$ cat src/rtl/score_board.sv
// Air-hockey scoring engine: per-player BCD goal counters, win detection with
// one-hot winner, and a time-multiplexed common-anode seven-segment scan.
module score_board #(
   parameter int NUM_PLAYERS  = 2,
   parameter int DIGITS       = 2,
   parameter int WIN_SCORE    = 7,
   parameter int REFRESH_DIV  = 25000,
   parameter int BLINK_FRAMES = 64
) (
   input  logic                            clk,
   input  logic                            rst_n,
   input  logic [NUM_PLAYERS-1:0]          goal,
   input  logic                            clear,
   output logic [NUM_PLAYERS*DIGITS*4-1:0] score_bcd,
   output logic                            game_over,
   output logic [NUM_PLAYERS-1:0]          winner,
   output logic [NUM_PLAYERS*DIGITS-1:0]   an,
   output logic [7:0]                      seg
);

   localparam int N     = NUM_PLAYERS * DIGITS;
   localparam int SW    = DIGITS * 4;
   localparam int CNT_W = (REFRESH_DIV > 1) ? $clog2(REFRESH_DIV) : 1;
   localparam int IDX_W = (N > 1) ? $clog2(N) : 1;
   localparam int BLK_W = (BLINK_FRAMES > 1) ? $clog2(BLINK_FRAMES) : 1;

   function automatic logic [SW-1:0] to_bcd(input int value);
      logic [SW-1:0] r;
      int            v;
      r = '0;
      v = value;
      for (int d = 0; d < DIGITS; d++) begin
         r[d*4 +: 4] = 4'(v % 10);
         v = v / 10;
      end
      return r;
   endfunction

   localparam logic [SW-1:0] WIN_BCD   = to_bcd(WIN_SCORE);
   localparam logic [SW-1:0] ALL_NINES = to_bcd(10**DIGITS - 1);

   // Ripple-carry BCD increment that sticks at all nines instead of wrapping.
   function automatic logic [SW-1:0] bcd_inc(input logic [SW-1:0] v);
      logic [SW-1:0] r;
      logic          carry;
      r     = v;
      carry = 1'b1;
      if (v == ALL_NINES) return v;
      for (int d = 0; d < DIGITS; d++) begin
         if (carry) begin
            if (r[d*4 +: 4] == 4'd9) begin
               r[d*4 +: 4] = 4'd0;
            end else begin
               r[d*4 +: 4] = r[d*4 +: 4] + 4'd1;
               carry       = 1'b0;
            end
         end
      end
      return r;
   endfunction

   function automatic logic [6:0] seg7(input logic [3:0] v);
      case (v)
         4'd0:    return 7'b1000000;
         4'd1:    return 7'b1111001;
         4'd2:    return 7'b0100100;
         4'd3:    return 7'b0110000;
         4'd4:    return 7'b0011001;
         4'd5:    return 7'b0010010;
         4'd6:    return 7'b0000010;
         4'd7:    return 7'b1111000;
         4'd8:    return 7'b0000000;
         4'd9:    return 7'b0010000;
         default: return 7'h7F;
      endcase
   endfunction

   logic [NUM_PLAYERS-1:0] goal_q;
   logic [NUM_PLAYERS-1:0] point;
   logic [N*4-1:0]         score_q, score_d;
   logic                   over_q, over_d;
   logic [NUM_PLAYERS-1:0] winner_q, winner_d;
   logic [SW-1:0]          inc;

   // ---------------------------------------------------------------------
   // Scoring
   // ---------------------------------------------------------------------
   // NOTE: every variable written here gets a default first, so no path
   // leaves it unassigned and no latch is inferred.
   always_comb begin
      point    = goal & ~goal_q;
      score_d  = score_q;
      over_d   = over_q;
      winner_d = winner_q;
      inc      = '0;
      if (clear) begin
         score_d  = '0;
         over_d   = 1'b0;
         winner_d = '0;
      end else if (!over_q) begin
         for (int p = 0; p < NUM_PLAYERS; p++) begin
            if (point[p]) begin
               inc                   = bcd_inc(score_q[p*SW +: SW]);
               score_d[p*SW +: SW]   = inc;
               if (inc == WIN_BCD) begin
                  winner_d[p] = 1'b1;
                  over_d      = 1'b1;
               end
            end
         end
      end
   end

   // NOTE: state registers use non-blocking assignments so every flop samples
   // the pre-edge values of the others, independent of process order.
   always_ff @(posedge clk or negedge rst_n) begin
      if (!rst_n) begin
         goal_q   <= '0;
         score_q  <= '0;
         over_q   <= 1'b0;
         winner_q <= '0;
      end else begin
         goal_q   <= goal;
         score_q  <= score_d;
         over_q   <= over_d;
         winner_q <= winner_d;
      end
   end

   assign score_bcd = score_q;
   assign game_over = over_q;
   assign winner    = winner_q;

   // ---------------------------------------------------------------------
   // Display scan and blink
   // ---------------------------------------------------------------------
   logic [CNT_W-1:0] scan_cnt;
   logic [IDX_W-1:0] digit_idx;
   logic [BLK_W-1:0] blink_cnt;
   logic             blink_phase;
   logic             scan_step;
   logic             frame_wrap;
   logic [N-1:0]     an_q;
   logic [7:0]       seg_q;
   logic [7:0]       glyph [N];
   logic [3:0]       dig;
   logic             lead;

   assign scan_step  = (scan_cnt == CNT_W'(REFRESH_DIV - 1));
   assign frame_wrap = scan_step && (digit_idx == IDX_W'(N - 1));

   // Glyph for every digit position; lead tracks "all higher digits are zero".
   always_comb begin
      dig  = '0;
      lead = 1'b1;
      for (int i = 0; i < N; i++) glyph[i] = 8'hFF;
      for (int p = 0; p < NUM_PLAYERS; p++) begin
         lead = 1'b1;
         for (int d = DIGITS - 1; d >= 0; d--) begin
            dig  = score_q[(p*DIGITS + d)*4 +: 4];
            lead = lead & (dig == 4'd0);
            if (over_q && blink_phase && winner_q[p]) begin
               glyph[p*DIGITS + d] = 8'hFF;
            end else begin
               glyph[p*DIGITS + d][7]   = !((d == 0) && (p > 0));
               glyph[p*DIGITS + d][6:0] = ((d > 0) && lead) ? 7'h7F : seg7(dig);
            end
         end
      end
   end

   always_ff @(posedge clk or negedge rst_n) begin
      if (!rst_n) begin
         scan_cnt  <= '0;
         digit_idx <= '0;
         an_q      <= '1;
         seg_q     <= 8'hFF;
      end else begin
         scan_cnt <= scan_step ? '0 : scan_cnt + CNT_W'(1);
         if (scan_step) begin
            digit_idx <= frame_wrap ? '0 : digit_idx + IDX_W'(1);
            an_q      <= ~(N'(1) << digit_idx);
            seg_q     <= glyph[digit_idx];
         end
      end
   end

   // Blink counts whole frames only while the game is over.
   always_ff @(posedge clk or negedge rst_n) begin
      if (!rst_n) begin
         blink_cnt   <= '0;
         blink_phase <= 1'b0;
      end else if (clear) begin
         blink_cnt   <= '0;
         blink_phase <= 1'b0;
      end else if (!over_q) begin
         blink_cnt <= '0;
      end else if (frame_wrap) begin
         if (blink_cnt == BLK_W'(BLINK_FRAMES - 1)) begin
            blink_cnt   <= '0;
            blink_phase <= ~blink_phase;
         end else begin
            blink_cnt <= blink_cnt + BLK_W'(1);
         end
      end
   end

   assign an  = an_q;
   assign seg = seg_q;

endmodule

$ cat config.mk
export PLATFORM = sky130hd
export DESIGN_NAME = score_board
export DESIGN_NICKNAME = d
export VERILOG_FILES = /design/src/rtl/score_board.sv
export SDC_FILE = /design/constraint.sdc
export NUM_CORES = 1
export LEC_CHECK = 0
export BUFFER_PORTS_ARGS = -buffer_cell sky130_fd_sc_hd__buf_2
export CAP_MARGIN = 30
export CORE_ASPECT_RATIO = 0.9
export CORE_MARGIN = 2
export CORE_UTILIZATION = 60
export DETAILED_ROUTE_END_ITERATION = 6
export PLACE_DENSITY_LB_ADDON = 0.12
export SLEW_MARGIN = 20
export SYNTH_ARGS = -nofsm -noshare
export SYNTH_HDL_FRONTEND = slang
export SYNTH_SLANG_ARGS = --single-unit
$ cat constraint.sdc
create_clock -name clk -period 4.8 [get_ports clk]
set_clock_uncertainty 0.15 [all_clocks]
set_input_delay 0.96 -clock clk [delete_from_list [all_inputs] [get_ports clk]]
set_output_delay 0.96 -clock clk [all_outputs]
set_load 0.01 [all_outputs]
Word-level counts from Yosys, hierarchy flattened --
Memories as Yosys holds them, arrays and structs flattened. Index checks and enable logic that the tools add are counted.
Operators by class: $add $sub $neg 7, multipliers 0, div/mod/pow operators 0, order comparisons 1, equality and inequality tests 13, shift operators 1, muxes and demuxes 69, bitwise gates (word level) 5, reductions and logical operators 18
Operator list (count):
- $mux 8 | 15
- $mux 7 | 5
- $mux 1 | 32
- $mux 16 | 2
- $mux 4 | 6
- $mux 6 | 4
- $add 4x1->4 const B | 4
- $bmux 8 s2 | 1
- $eq 4x4->1 const B | 4
- $eq 8x3->1 const B | 2
- $eq 8x8->1 const B | 2
- $add 15x1->15 const B | 1
- $eq 15x15->1 const B | 1
- $mux 15 | 1
- $reduce_bool 2->1 | 7
- $reduce_and 3->1 | 3
- $logic_not 4->1 | 2
- $add 6x1->6 const B | 1
- $eq 6x6->1 const B | 1
- $mux 2 | 3
- $logic_and 1x1->1 | 4
- $not 4->4 | 1
- $reduce_and 2->1 | 2
- $shl 1x2->4 const A | 1
- other kinds (9) | 9
Storage, ports and cells: bits in registers 57, latch bits 0, memory bits (writable) 0, ROM bits 448, memories 4
Memory list:
- (no name shown) | words 16, width 7, rd ports 1, clocked after Yosys merged registers in 0, write ports 0, RTL line 63 | case (v)
- (no name shown) | words 16, width 7, rd ports 1, clocked after Yosys merged registers in 0, write ports 0, RTL line 63
- (no name shown) | words 16, width 7, rd ports 1, clocked after Yosys merged registers in 0, write ports 0, RTL line 63
- (no name shown) | words 16, width 7, rd ports 1, clocked after Yosys merged registers in 0, write ports 0, RTL line 63

Longest topological paths before layout --
depth after elaboration 21, gate-level depth with buffers 8

Worst setup path before layout --
Ideal clock, no wire load.
path kind input to register, start input goal[0], end register score_q[7] (netlist: score_bcd[7]), setup time 0.132 ns, data arrival time 2.026 ns, required time 4.518 ns, path slack 2.492 ns, stages on the path 5, path buffers 0, cells stage by stage nor3b_1 nor2b_1 nand4_1 xor2_1 nor2_1
On the way: longest elaborated chain between the ends 3
Ends and longest elaborated chain:
- start: declaration | RTL line 12 | input logic [NUM_PLAYERS-1:0] goal,
- $and 2x2->2 | RTL line 91 | point = goal & ~goal_q;
- $reduce_bool 2->1 (no source line)
- $reduce_and 2->1 (no source line)
- end signal: assignment | RTL line 124 | score_q <= score_d;
- end: declaration | RTL line 80 | logic [N*4-1:0] score_q, score_d;
No other way between the ends. A chain may end at the register's enable or synchronous reset.

Final worst setup path --
start register scan_cnt[0], end register blink_cnt[0]
On the way: longest elaborated chain between the ends 3
Ends and longest elaborated chain:
- start: declaration | RTL line 137 | logic [CNT_W-1:0] scan_cnt;
- start signal: assignment | RTL line 179 | scan_cnt <= scan_step ? '0 : scan_cnt + CNT_W'(1);
- $eq 15x15->1 | RTL line 149 | assign scan_step = (scan_cnt == CNT_W'(REFRESH_DIV - 1));
- $logic_and 1x1->1 | RTL line 150 | assign frame_wrap = scan_step && (digit_idx == IDX_W'(N - 1));
- $ne 3x2->1 (no source line)
- end signal: assignment | RTL line 203 | blink_cnt <= blink_cnt + BLK_W'(1);
- end: declaration | RTL line 139 | logic [BLK_W-1:0] blink_cnt;
No other way between the ends.

==> impl_metrics.yaml <==
floorplanning:
  fp-row-count: 27
  die_h_um: 79.1
  num_io_pins: 36
  core_area_mm2: 0.00608
  dieArea_mm2: 0.00691
  initial_core_util_pct: 61.8
  die_w_um: 87.4
final_layout:
  layout-drive-gt1-share_pct: 16.4
  num_antenna_cells: 0
  fillers: 516
  nets: 492
  area_growth_syn_to_layout_pct: 11.2
synth:
  async_flop_share_pct: 100
  synth-edff-count: 0
  postSynthNetCount: 463
  post_synth_top_cells: "45 x sky130_fd_sc_hd__dfrtp_1, 42 x sky130_fd_sc_hd__nand2_1, 41 x sky130_fd_sc_hd__nor2_1"
  ys_seq_area_share_pct: 38.4
  yosys_register_bits: 57
  netlist_instances: 430
  synthFlopType: "sky130_fd_sc_hd__dfrtp_1"
  synth.top_cell.area_share_pct: 30.0
  synth_area_mm2: 0.00376
  synth-warning-count: 0
  synth.top_cells.by_area: "sky130_fd_sc_hd__dfrtp_1 30%, sky130_fd_sc_hd__ha_1 9.3%, sky130_fd_sc_hd__dfstp_2 8.4%"
  yosys.cell_count.top_type: "sky130_fd_sc_hd__dfrtp_1"
  yosysUniqueCellTypes: 59
  syn_area_per_cell_um2: 8.74
  synth_top_area_cell: "sky130_fd_sc_hd__dfrtp_1"
detailed_routing:
  drt_pass1_iterations: 5
  postRouteWirelength_um: 8300
  via_count: 3206
  post-route-drc-count: 0
  wire_per_inst_um: 15.5
  drt-initial-drc-count: 214
  vias_per_cell: 5.98
  antenna_violating_nets_post_route: 0
global_route:
  grt_antenna_before_repair: 0
  grt-ovfl-total: 0
  globalRouteMet2Util_pct: 40.2
  grt_start_max_net_pins: 58
  grt_most_used_layer: "met2"
  gr-usage-all-layers_pct: 25.5
  first_global_vias: 3000
  gr-usage-met1_pct: 34.0
  grtUsageMet3_pct: 5.20
  grt_first_pass_wirelength_um: 13800
placed_design:
  routabilityCongestion: 0.820
  dpl.hpwl_um: 5630
  port_buffers: 35
worst_setup_path:
  crit_family: "simple AND/OR/NAND/NOR gates"
  r2r_start: "scan_cnt[0]"
  cp_buf_inv_count: 0
  worst-endpoint-required_ns: 4.92
  critical_path_peak_fanout: 16
  worst-r2r-setup-slack_ns: 2.18
  timing.rr.end: "blink_cnt[0]"
  timing.critical_path.slowest_cell_delay_ns: 0.81
  critical_path.endpoint_type: "flop"
  critical_path.cell_chain: "ha_1 > nand4_1 > nor4_4 > nand2_2 > or3_1 > a21oi_1"
  setup.worst_path.start: "scan_cnt[0]"
  startpoint_to_endpoint_class_of_the_critical_path: "flop to flop"
  crit_arrival_ns: 2.73
  timing.critical_path.from_type: "flop"
  worst_r2r_path_depth: 6
  critPathSlowestCell: "sky130_fd_sc_hd__nor4_4"
hold_path:
  min_path_type: "flop to flop"
  timing.hold.worst_endpoint: "seg[4]"
  worstHoldStart: "seg[4]"
  hold_path_depth: 2
timing:
  holdWs_ns: 0.315
  report.final.setup_viol: 0
  grt_setup_unrepaired: "no"
  tns_ns: 0
  total_count_of_max_transition_violations_in_the_final_report: 0
  final-hold-violation-count: 0
  timing.fmax_mhz: 382
  max_transition_margin_pct: 44.6
  layout_worst_path_cycle_share_pct: 54.6
  worst-slew-pin-transition_ns: 0.826
  min_period_ns: 2.62
cts:
  ctsResizeCount: 0
  cts.clk_slew.worst_paths_ns: 0.06
  cts_hold_repair.buffers: 0
  cts_root_buf: "sky130_fd_sc_hd__clkbuf_8"
  cts_buffers: 9
  tritoncts: "built"
  cts_htree_levels: 3
  post-cts-setup-buffer-count: 0
  cts.path.max_buffers: 2
  worstSkewPairLatency_ns: 0.35
  tritoncts_sink_count: 57
run_status:
  outcome: "complete, no violations"
power_and_ir_drop:
  p_leak_nw: 1.81
  power.density_mw_per_mm2: 257
  maximum_resistive_drop_on_vdd_v: 0.000166
job:
  cap_violations: 0
[placed cells by master, fill, tap and decap left out, types with 3 or more instances in the layout]
| cell type | Yosys | routed |
|---|---|---|
| sky130_fd_sc_hd__a211oi_1 | 8 | 8 |
| sky130_fd_sc_hd__a21oi_1 | 37 | 37 |
| sky130_fd_sc_hd__a31oi_1 | 8 | 8 |
| sky130_fd_sc_hd__and2_1 | 6 | 6 |
| sky130_fd_sc_hd__and3_1 | 6 | 6 |
| sky130_fd_sc_hd__buf_2 | 1 | 35 |
| sky130_fd_sc_hd__clkbuf_8 | 0 | 11 |
| sky130_fd_sc_hd__dfrtp_1 | 45 | 45 |
| sky130_fd_sc_hd__dfstp_2 | 12 | 12 |
| sky130_fd_sc_hd__ha_1 | 28 | 28 |
| sky130_fd_sc_hd__inv_1 | 15 | 15 |
| sky130_fd_sc_hd__mux2i_1 | 4 | 4 |
| sky130_fd_sc_hd__nand2_1 | 42 | 42 |
| sky130_fd_sc_hd__nand2b_1 | 11 | 11 |
| sky130_fd_sc_hd__nand3_1 | 17 | 17 |
| sky130_fd_sc_hd__nand3b_1 | 6 | 6 |
| sky130_fd_sc_hd__nand4_1 | 6 | 6 |
| sky130_fd_sc_hd__nor2_1 | 41 | 41 |
| sky130_fd_sc_hd__nor2b_1 | 8 | 8 |
| sky130_fd_sc_hd__nor3_1 | 3 | 3 |
| sky130_fd_sc_hd__nor4_1 | 3 | 3 |
| sky130_fd_sc_hd__o211ai_1 | 5 | 5 |
| sky130_fd_sc_hd__o21ai_0 | 34 | 34 |
| sky130_fd_sc_hd__o21bai_1 | 3 | 3 |
| sky130_fd_sc_hd__o31ai_1 | 4 | 4 |
| sky130_fd_sc_hd__or2_2 | 3 | 3 |
| sky130_fd_sc_hd__or3_1 | 3 | 3 |
| sky130_fd_sc_hd__xnor2_1 | 6 | 6 |
| sky130_fd_sc_hd__xor2_1 | 14 | 14 |
[through the flow]
step                std cells  worst slack (ns)  power [mW]  util, %  area, µm²
finish                    536              2.18        1.08     68.7       4180
global route              536              2.02        1.12     68.7       4180
CTS                       536              2.21        1.08     68.7       4180
detailed placement        520              2.11       0.571     65.0       3950
global placement          520              2.24       0.569     65.0       3950
floorplan                 430              2.49       0.545        -       3760
[sequential cells by signal (all words and copies together), names as in the netlist]
signal,flops
an,4
blink_cnt,6
blink_phase,1
digit_idx,2
game_over,1
goal_q,2
scan_cnt,15
score_bcd,16
seg,8
winner,2
[cells by family (layout without fill, tap and decap cells)]
logic type      Yosys count  count (layout)  share of synthesized area, %
compound gates          118             118                          18.9
simple gates            168             168                          23.7
xor+xnor                 20              20                          4.66
mux                       5               5                          1.37
fa+ha+maj                28              28                          9.33
flops                    57              57                          38.4
buf+inv                  34              68                          3.63
[power by group]
group,internal (mW),switching [mW],leakage (nW)
logic,0.0254,0.0421,0.963
clock network,0.320,0.192,0.114
registers,0.485,0.0106,0.730
total,0.831,0.245,1.81
[routing by layer]
layer	part of all wire, %	vias up
met5	0	-
met4	1.8	0
met3	4.9	12
met2	45	92
met1	48	1517
li1	-	1585
[worst max-delay path by stage]
stage          slack (ns)  cells after the start            to
2_1_floorplan        2.49                      5  score_bcd[7]
3_3_place_gp         2.24                      6  score_bcd[5]
3_5_place_dp         2.11                      6  score_bcd[7]
4_1_cts              2.21                      6  blink_cnt[0]
5_1_grt              2.02                      6  blink_cnt[0]
6_report             2.18                      6  blink_cnt[0]
[tightest hold or removal path, delay by kind of cell (launching register included)]
| kind | cells | cell delay, ns |
|---|---|---|
| compound gates | 1 | 0.05 |
| flops | 1 | 0.37 |
| simple gates | 1 | 0.04 |
[final cells by class]
class	instances	area, µm²	area share (%)
timing repair buffer	36	183	4.37
sequential	57	1440	34.5
clock inverter	3	65.1	1.56
tap	72	90.1	2.16
inverter	16	60.1	1.44
multi-input combinational	339	2180	52.2
clock buffer	13	159	3.80
Power figures use the tool's default switching activity.
